<file path="src/rtl/reg_bank_gen_pkg.sv">
// Shared definitions for the register bank: function-select encodings and
// a select-width helper that never returns zero.
package reg_bank_gen_pkg;

    localparam logic [1:0] FS_CLR  = 2'b00;
    localparam logic [1:0] FS_LOAD = 2'b01;
    localparam logic [1:0] FS_DEC  = 2'b10;
    localparam logic [1:0] FS_INC  = 2'b11;

    function automatic int clog2_min1(input int n);
        return (n <= 2) ? 1 : $clog2(n);
    endfunction

endpackage

</file>
<file path="src/rtl/reg_bank_gen_reg_cell.sv">
// One WIDTH-bit register with clear/load/lane-load/dec/inc and a strobe
// raised when an enabled inc/dec starts at the wrap/clamp boundary.
module reg_cell
    import reg_bank_gen_pkg::*;
#(
    parameter int               WIDTH     = 16,
    parameter int               LANE      = 8,
    parameter int               LSW       = 1,
    parameter int               SATURATE  = 0,
    parameter logic [WIDTH-1:0] RESET_VAL = '0
) (
    input  logic             clk,
    input  logic             rst_n,
    input  logic             en,
    input  logic [1:0]       funsel,
    input  logic             part,
    input  logic [LSW-1:0]   lane_sel,
    input  logic [WIDTH-1:0] load,
    output logic [WIDTH-1:0] value,
    output logic             hit
);

    localparam int               LANES = WIDTH / LANE;
    localparam logic [WIDTH-1:0] ONE   = WIDTH'(1);

    logic [WIDTH-1:0] value_reg;
    logic [WIDTH-1:0] value_next;
    logic [LANES-1:0] lane_hit;

    // An out-of-range lane index matches no lane, so the register holds.
    for (genvar gi = 0; gi < LANES; gi++) begin : g_lane
        assign lane_hit[gi] = (int'(lane_sel) == gi);
    end

    always_comb begin
        value_next = value_reg;
        hit        = 1'b0;
        case (funsel)
            FS_CLR: value_next = '0;
            FS_LOAD: begin
                if (!part) begin
                    value_next = load;
                end else begin
                    for (int l = 0; l < LANES; l++) begin
                        if (lane_hit[l]) value_next[l*LANE +: LANE] = load[LANE-1:0];
                    end
                end
            end
            FS_DEC: begin
                if (value_reg == '0) begin
                    hit        = 1'b1;
                    value_next = (SATURATE != 0) ? '0 : '1;
                end else begin
                    value_next = value_reg - ONE;
                end
            end
            default: begin
                if (value_reg == '1) begin
                    hit        = 1'b1;
                    value_next = (SATURATE != 0) ? '1 : '0;
                end else begin
                    value_next = value_reg + ONE;
                end
            end
        endcase
        if (!en) begin
            value_next = value_reg;
            hit        = 1'b0;
        end
    end

    always_ff @(posedge clk) begin
        if (!rst_n) value_reg <= RESET_VAL;
        else        value_reg <= value_next;
    end

    assign value = value_reg;

endmodule

</file>
<file path="src/rtl/reg_bank_gen.sv">
// Register file of DEPTH reg_cells sharing one operation bus, with two
// combinational read ports and a registered boundary-event pulse.
module reg_bank_gen
    import reg_bank_gen_pkg::*;
#(
    parameter int               WIDTH     = 16,
    parameter int               DEPTH     = 4,
    parameter int               LANE      = 8,
    parameter int               SATURATE  = 0,
    parameter logic [WIDTH-1:0] RESET_VAL = '0,
    localparam int              LSW       = clog2_min1(WIDTH / LANE),
    localparam int              SSW       = clog2_min1(DEPTH)
) (
    input  logic             clk,
    input  logic             rst_n,
    input  logic [DEPTH-1:0] en_mask,
    input  logic [1:0]       funsel,
    input  logic             part,
    input  logic [LSW-1:0]   lane_sel,
    input  logic [WIDTH-1:0] load,
    input  logic [SSW-1:0]   sel_a,
    input  logic [SSW-1:0]   sel_b,
    output logic [WIDTH-1:0] out_a,
    output logic [WIDTH-1:0] out_b,
    output logic             bound_evt
);

    logic [DEPTH-1:0][WIDTH-1:0] reg_value;
    logic [DEPTH-1:0]            cell_hit;
    logic                        bound_evt_reg;

    for (genvar gi = 0; gi < DEPTH; gi++) begin : g_cell
        reg_cell #(
            .WIDTH     (WIDTH),
            .LANE      (LANE),
            .LSW       (LSW),
            .SATURATE  (SATURATE),
            .RESET_VAL (RESET_VAL)
        ) u_cell (
            .clk      (clk),
            .rst_n    (rst_n),
            .en       (en_mask[gi]),
            .funsel   (funsel),
            .part     (part),
            .lane_sel (lane_sel),
            .load     (load),
            .value    (reg_value[gi]),
            .hit      (cell_hit[gi])
        );
    end

    always_ff @(posedge clk) begin
        if (!rst_n) bound_evt_reg <= 1'b0;
        else        bound_evt_reg <= |cell_hit;
    end

    assign bound_evt = bound_evt_reg;

    // Selects beyond DEPTH match nothing and read as zero.
    always_comb begin
        out_a = '0;
        out_b = '0;
        for (int i = 0; i < DEPTH; i++) begin
            if (int'(sel_a) == i) out_a = reg_value[i];
            if (int'(sel_b) == i) out_b = reg_value[i];
        end
    end

endmodule

</file>
<file path="config.mk">
export PLATFORM = sky130hd
export DESIGN_NAME = reg_bank_gen
export DESIGN_NICKNAME = d
export VERILOG_FILES = /design/src/rtl/reg_bank_gen_pkg.sv /design/src/rtl/reg_bank_gen_reg_cell.sv /design/src/rtl/reg_bank_gen.sv
export SDC_FILE = /design/constraint.sdc
export NUM_CORES = 1
export LEC_CHECK = 0
export BUFFER_PORTS_ARGS = -buffer_cell sky130_fd_sc_hd__buf_2
export CORE_UTILIZATION = 35
export CTS_BUF_LIST = sky130_fd_sc_hd__clkbuf_4
export DETAILED_ROUTE_END_ITERATION = 12
export GPL_TIMING_DRIVEN = 0
export SYNTH_ARGS = -nofsm -noshare
export SYNTH_HDL_FRONTEND = slang
export SYNTH_SLANG_ARGS = --single-unit
export TNS_END_PERCENT = 5
</file>
<file path="constraint.sdc">
create_clock -name clk -period 2.4 [get_ports clk]
set_input_delay 0.48 -clock clk [delete_from_list [all_inputs] [get_ports clk]]
set_output_delay 0.48 -clock clk [all_outputs]
set_load 0.02 [all_outputs]
</file>
* Word level (Yosys, flattened, before mapping) *
Cells that the tools add are included.

word-level totals
  register bits = 65
  input port bits = 30

operators by class
  $add $sub $neg = 8
  equality and inequality tests = 14
  multiplexer cells = 39
  reductions and logical operators = 17

operators by type and width
  cell                                                                  count
  16-bit 2-to-1 mux                                                     17
  16-bit one-hot mux with 3 select lines                                4
  16-bit by 1-bit adder with 16-bit output, second input constant       4
  16-bit == test, second input constant                                 4
  16-bit zero test                                                      4
  16-bit by 1-bit subtractor with 16-bit output, second input constant  4
  8-bit 2-to-1 mux                                                      2
  2-bit AND reduction                                                   8
  1-bit 2-to-1 mux                                                      12
  2-bit == test, second input constant                                  5
  1-bit one-hot mux with 2 select lines                                 4
  2-bit by 1-bit == test with 1-bit output, second input constant       3
  2-bit zero test                                                       3
  3-bit != test, second input constant                                  2
  4-bit OR reduction                                                    1
  2-bit OR reduction                                                    1

* Logic depth before layout (Yosys ltp) *
  depth in word-level cells = 5
  mapped depth = 11
  gate-level depth less buffers = 8

* Hierarchy *
A second synthesis with hierarchy kept.

unflattened totals
  cells, all modules = 918
  area total of the unflattened synthesis = 7561.0 sq um

modules (own cells, without submodules)
  module        times used  cells an instance  area each (sq um)  sequential area each (sq um)
  reg_cell      4           219                1670.4             320.3
  reg_bank_gen  1           42                 879.6              20.0

* Least setup slack after synthesis *
Ideal clock, no wire load.

  path type = register to register
  start = register g_cell[2].u_cell.value_reg[0]
  end = register g_cell[2].u_cell.value_reg[0]
  library setup time = 0.091 ns
  arrival time = 2.460 ns
  data required time = 2.309 ns
  path slack = -0.151 ns
  cell stages (with the launch flop) = 11
  buffers on the path = 3
  clock period less this slack = 2.551 ns
  cells stage by stage = dfxtp_1 > clkbuf_1 > inv_1 > ha_1 > or4b_1 > buf_2 > or4_4 > nor4_4 > buf_6 > nor2_1 > a311oi_1

between the ends
  word-level cells in the longest chain between the ends = 3
  elaborated cells on any way between the ends = 7
  those cells by class = add/sub: 2; eq/ne: 1; mux: 3; reduce/logical: 1

ends and longest elaborated chain
  item                                                              RTL line                                                  RTL
  start, declared                                                   reg_bank_gen_reg_cell.sv:26                               logic [WIDTH-1:0] value_reg;
  start signal, assigned                                            reg_bank_gen_reg_cell.sv:74                               else value_reg <= value_next;
  16-bit by 1-bit adder with 16-bit output (tied with other cells)  reg_bank_gen_reg_cell.sv:62                               value_next = value_reg + ONE;
  16-bit 2-to-1 mux (on tied branches)                              reg_bank_gen_reg_cell.sv:58, reg_bank_gen_reg_cell.sv:50
  16-bit one-hot mux with 3 select lines (*)                        reg_bank_gen_reg_cell.sv:38                               case (funsel)

Every way passes the cells marked *; elsewhere a longest branch is shown, timed or not.
A chain may end at the register's enable or synchronous reset.

* Worst setup path after layout *
  start = register g_cell[2].u_cell.value_reg[1]
  end = register g_cell[2].u_cell.value_reg[0]

between the ends
  word-level cells in the longest chain between the ends = 3
  elaborated cells on any way between the ends = 5
  those cells by class = eq/ne: 1; mux: 3; reduce/logical: 1

ends and longest elaborated chain
  item                                                RTL line
  16-bit == test or 16-bit zero test (tied branches)  reg_bank_gen_reg_cell.sv:58, reg_bank_gen_reg_cell.sv:50
  16-bit 2-to-1 mux (on tied branches)                reg_bank_gen_reg_cell.sv:58, reg_bank_gen_reg_cell.sv:50
  16-bit one-hot mux with 3 select lines (*)          reg_bank_gen_reg_cell.sv:38

Marked as above.

==> metrics.txt <==
clock sink total 65; Seq cells post-synth 65; share of post-route cells with drive strength above 1 21.5%; list of cells traversed by the critical path buf_8 -> inv_4 -> ha_4 -> or4b_4 -> or4_4 -> nor4_4 -> buf_6 -> buf_8 -> nor2_4 -> a311oi_2; setup slack after layout -0.183 ns; number of instances in the synthesized netlist 946; Area contributors post-synth sky130_fd_sc_hd__dfxtp_1 (19%), sky130_fd_sc_hd__mux4_2 (11%), sky130_fd_sc_hd__a21oi_1 (6.8%); Mapped Avg Cell Area 7.20 sq um; pin count of the biggest net entering global routing 12; insertion delay of the later-clocked pin in the worst-skew pair 0.49 ns; critical register-to-register path endpoint g_cell[2].u_cell.value[0]$_SDFFE_PN0P_; leading cell types in the layout, fill and taps excluded sky130_fd_sc_hd__nand2_1 (91), sky130_fd_sc_hd__a21oi_1 (91), sky130_fd_sc_hd__o21ai_0 (69); Crit-path slowest cell sky130_fd_sc_hd__or4b_4; H-tree Lvls 3; number of buffers inserted during clock tree synthesis 9; post-placement setup slack -0.966 ns; most area-hungry cell type in the Yosys netlist sky130_fd_sc_hd__dfxtp_1; placed cell count 1,262; area of the multi-input gates 0.00530 sq mm; Ys Warns 0; number of distinct library cell variants in the gate-level netlist after synthesis 72; y dimension of the die 142 um; worst-path maximum fanout 10; placed standard-cell area 0.00749 sq mm; result of the run complete, but fails checks; number of flip-flops in the largest register 64; peak per-stage delay on the critical path 0.54 ns; vias in the first global route 7,851; Hold Vio Cnt, Final 0; Power Dens Cells 485 mW/mm^2; count of vias placed by the detailed router 8,671; layout overhead on the synthesized area 17.0%; flop-to-flop setup slack -0.18 ns; post-CTS clock slew at the launch and capture registers of the worst setup and hold paths 0.14 ns; worst hold slack across all endpoints 0.322 ns; Worst path most repeated cell sky130_fd_sc_hd__buf_8; beginning of the worst hold path load[5]; final setup violation count 27; ys async rst share 0%; top flip-flop cell by instance count after synthesis sky130_fd_sc_hd__dfxtp_1; r2r worst-path depth 10; CP Data Arrival Time 2.98 ns; Initial DRT Pass Iterations 6; cell row count 50; violations in the final reports setup timing; width of the die 142 um; Hold WC Path Type in -> reg; startpoint type of the worst setup path register; leakage power 2.86 nW; Max Transition Viols Final 0; fill count 1,996; Hold Path Depth 3; maximum count of clock buffers along a single path 2; max_slew headroom 28.6%; Worst Skew 0.0347 ns; starting DRC count in detailed routing 1,436; via density per instance 6.74; DRT antenna net count 0; final design area excluding fillers 0.00798 sq mm; count of max-cap constraint violations 0; initial antenna violation count 1; count of pins on the block boundary 63; Seq/Total Area, Yosys 19.1%; Setup crit end kind register; initial cell density of the core 36.1%; final routed wire length divided by cell count 26.1 um; global route overflow 0; detailed placer's ending HPWL 24.3 mm; slew of the pin with the lowest slew margin 1.07 ns; Core Box Area 0.0189 sq mm; NumNets Final 1,061; setup TNS after final layout -1.60 ns; peak supply drop 0.271 mV; clock root buffer sky130_fd_sc_hd__clkbuf_4; Routability Congestion 0.983; startpoint of the most critical register-to-register path g_cell[2].u_cell.value[1]$_SDFFE_PN0P_; number of buffers inserted by port buffering 56; Post-CTS Hold Fix Bufs 0; drc violations 0; sink of the worst hold path g_cell[2].u_cell.value[5]$_SDFFE_PN0P_; required time worst endpoint 2.79 ns; CTS tree built; WP buf/inv 4; Post-Synthesis Net Count 986; count of placed standard cells in the final layout, fillers left out 1,287; global-route wire length before repair 49.3 mm; mapped cell area 0.00682 sq mm; category of the most critical setup path reg -> reg; post-route clock period utilization 108%; GRT Resource Usage Total 33.3%; Worst path top cell family by delay simple AND/OR/NAND/NOR gates; Reg area 0.00132 sq mm; unrepaired setup endpoints after global routing true; die area 0.0200 sq mm; number of flops mapped to enable cells by yosys 0; DRT Wirelength 33.6 mm; Final min period 2.58 ns; share of Yosys cell area claimed by the top area cell type 19.1%; maximum clock rate 387 MHz
## Yosys cell counts, types with 4 or more instances
cell / number
sky130_fd_sc_hd__a21oi_1: 93
sky130_fd_sc_hd__nor3_1: 34
sky130_fd_sc_hd__inv_1: 18
sky130_fd_sc_hd__o22ai_1: 14
sky130_fd_sc_hd__nand4_1: 29
sky130_fd_sc_hd__xor2_1: 13
sky130_fd_sc_hd__xnor2_1: 18
sky130_fd_sc_hd__or3_1: 9
sky130_fd_sc_hd__o211ai_1: 6
sky130_fd_sc_hd__o32ai_1: 4
sky130_fd_sc_hd__mux4_2: 32
sky130_fd_sc_hd__clkbuf_1: 94
sky130_fd_sc_hd__a31oi_1: 29
sky130_fd_sc_hd__ha_1: 10
sky130_fd_sc_hd__mux2i_1: 6
sky130_fd_sc_hd__dfxtp_1: 65
sky130_fd_sc_hd__nand3_1: 43
sky130_fd_sc_hd__buf_1: 8
sky130_fd_sc_hd__nand2_1: 92
sky130_fd_sc_hd__nor2_1: 68
sky130_fd_sc_hd__and3_1: 12
sky130_fd_sc_hd__a211oi_1: 6
sky130_fd_sc_hd__nor2b_1: 6
sky130_fd_sc_hd__o311ai_0: 4
sky130_fd_sc_hd__mux2_2: 7
sky130_fd_sc_hd__and2_1: 16
sky130_fd_sc_hd__o41ai_1: 4
sky130_fd_sc_hd__o21ai_0: 76
sky130_fd_sc_hd__o21a_1: 7
sky130_fd_sc_hd__nor4_1: 25
sky130_fd_sc_hd__o31ai_1: 6
sky130_fd_sc_hd__or4_1: 7
sky130_fd_sc_hd__a221oi_1: 7
## how the worst max path moves through the flow
stage	cells past startpoint	from	slack, ns	to
2_1_floorplan	11	g_cell[2].u_cell.value[1]$_SDFFE_PN0P_	-0.009	g_cell[2].u_cell.value[13]$_SDFFE_PN0P_
3_3_place_gp	8	funsel[1]	-1.0	g_cell[0].u_cell.value[13]$_SDFFE_PN0P_
3_5_place_dp	8	funsel[1]	-0.97	g_cell[0].u_cell.value[13]$_SDFFE_PN0P_
4_1_cts	9	g_cell[3].u_cell.value[1]$_SDFFE_PN0P_	-0.18	bound_evt$_SDFF_PN0_
5_1_grt	8	g_cell[3].u_cell.value[8]$_SDFFE_PN0P_	-0.27	g_cell[3].u_cell.value[14]$_SDFFE_PN0P_
6_report	10	g_cell[2].u_cell.value[1]$_SDFFE_PN0P_	-0.18	g_cell[2].u_cell.value[0]$_SDFFE_PN0P_
## layout make-up
class	count	area share [%]
Inverter	18	0.910
Timing Repair Buffer	65	4.50
Sequential cell	65	16.5
Multi-Input combinational cell	756	66.5
Clock buffer	9	0.847
Buffer	106	6.21
Clock inverter	7	0.471
Tap cell	260	4.08
Antenna cell	1	0.0314
## through the flow
stage / utilization [%] / power, W
final: 42.2 / 0.00387
after floorplan: - / 0.00247
after global routing: 42.2 / 0.00403
after global placement: 39.7 / 0.00300
after detailed placement: 39.7 / 0.00300
after CTS: 41.2 / 0.00371
## cells by family after synthesis
family | count (synthesis) | synth area share, %
AO/OA/AOI/OAI | 298 | 27.0
XOR/XNOR | 31 | 3.98
adder cells (fa/ha/maj) | 10 | 1.84
buffers and inverters | 125 | 7.07
flip-flops | 65 | 19.1
multiplexers | 45 | 12.6
AND/OR/NAND/NOR | 372 | 28.4
## where the power goes
part | total (W) | internal (W) | switching, W | leakage [nW]
clock network | 0.000697 | 0.000201 | 0.000496 | 0.0650
registers | 0.00125 | 0.00117 | 0.0000819 | 0.535
logic | 0.00192 | 0.000700 | 0.00122 | 2.26
total | 0.00387 | 0.00207 | 0.00180 | 2.86
## metal layers
layer | track usage [%] | up-vias | routed length (um)
li1 | - | 3757 | -
met3 | 7.90 | 125 | 4480
met2 | 49.6 | 699 | 14100
met1 | 44.2 | 4090 | 13000
met5 | 0 | - | 0
met4 | 18.7 | 0 | 1970
## worst reg2reg max path, stage by stage (launching register included)
cell                       delay (ns)
sky130_fd_sc_hd__dfxtp_2         0.35
sky130_fd_sc_hd__buf_8           0.14
sky130_fd_sc_hd__inv_4           0.05
sky130_fd_sc_hd__ha_4            0.14
sky130_fd_sc_hd__or4b_4          0.54
sky130_fd_sc_hd__or4_4           0.47
sky130_fd_sc_hd__nor4_4          0.19
sky130_fd_sc_hd__buf_6           0.16
sky130_fd_sc_hd__buf_8           0.13
sky130_fd_sc_hd__nor2_4          0.05
sky130_fd_sc_hd__a311oi_2        0.28
## what timing repair did
item | in CTS | in global routing
setup buffers | 7 | 2
gates cloned | 0 | 0
setup endpoints to repair | 92 | 68
pin swaps | 9 | 6
gates resized for setup | 57 | 52
Note: power is estimated with default switching activity, not from simulation.
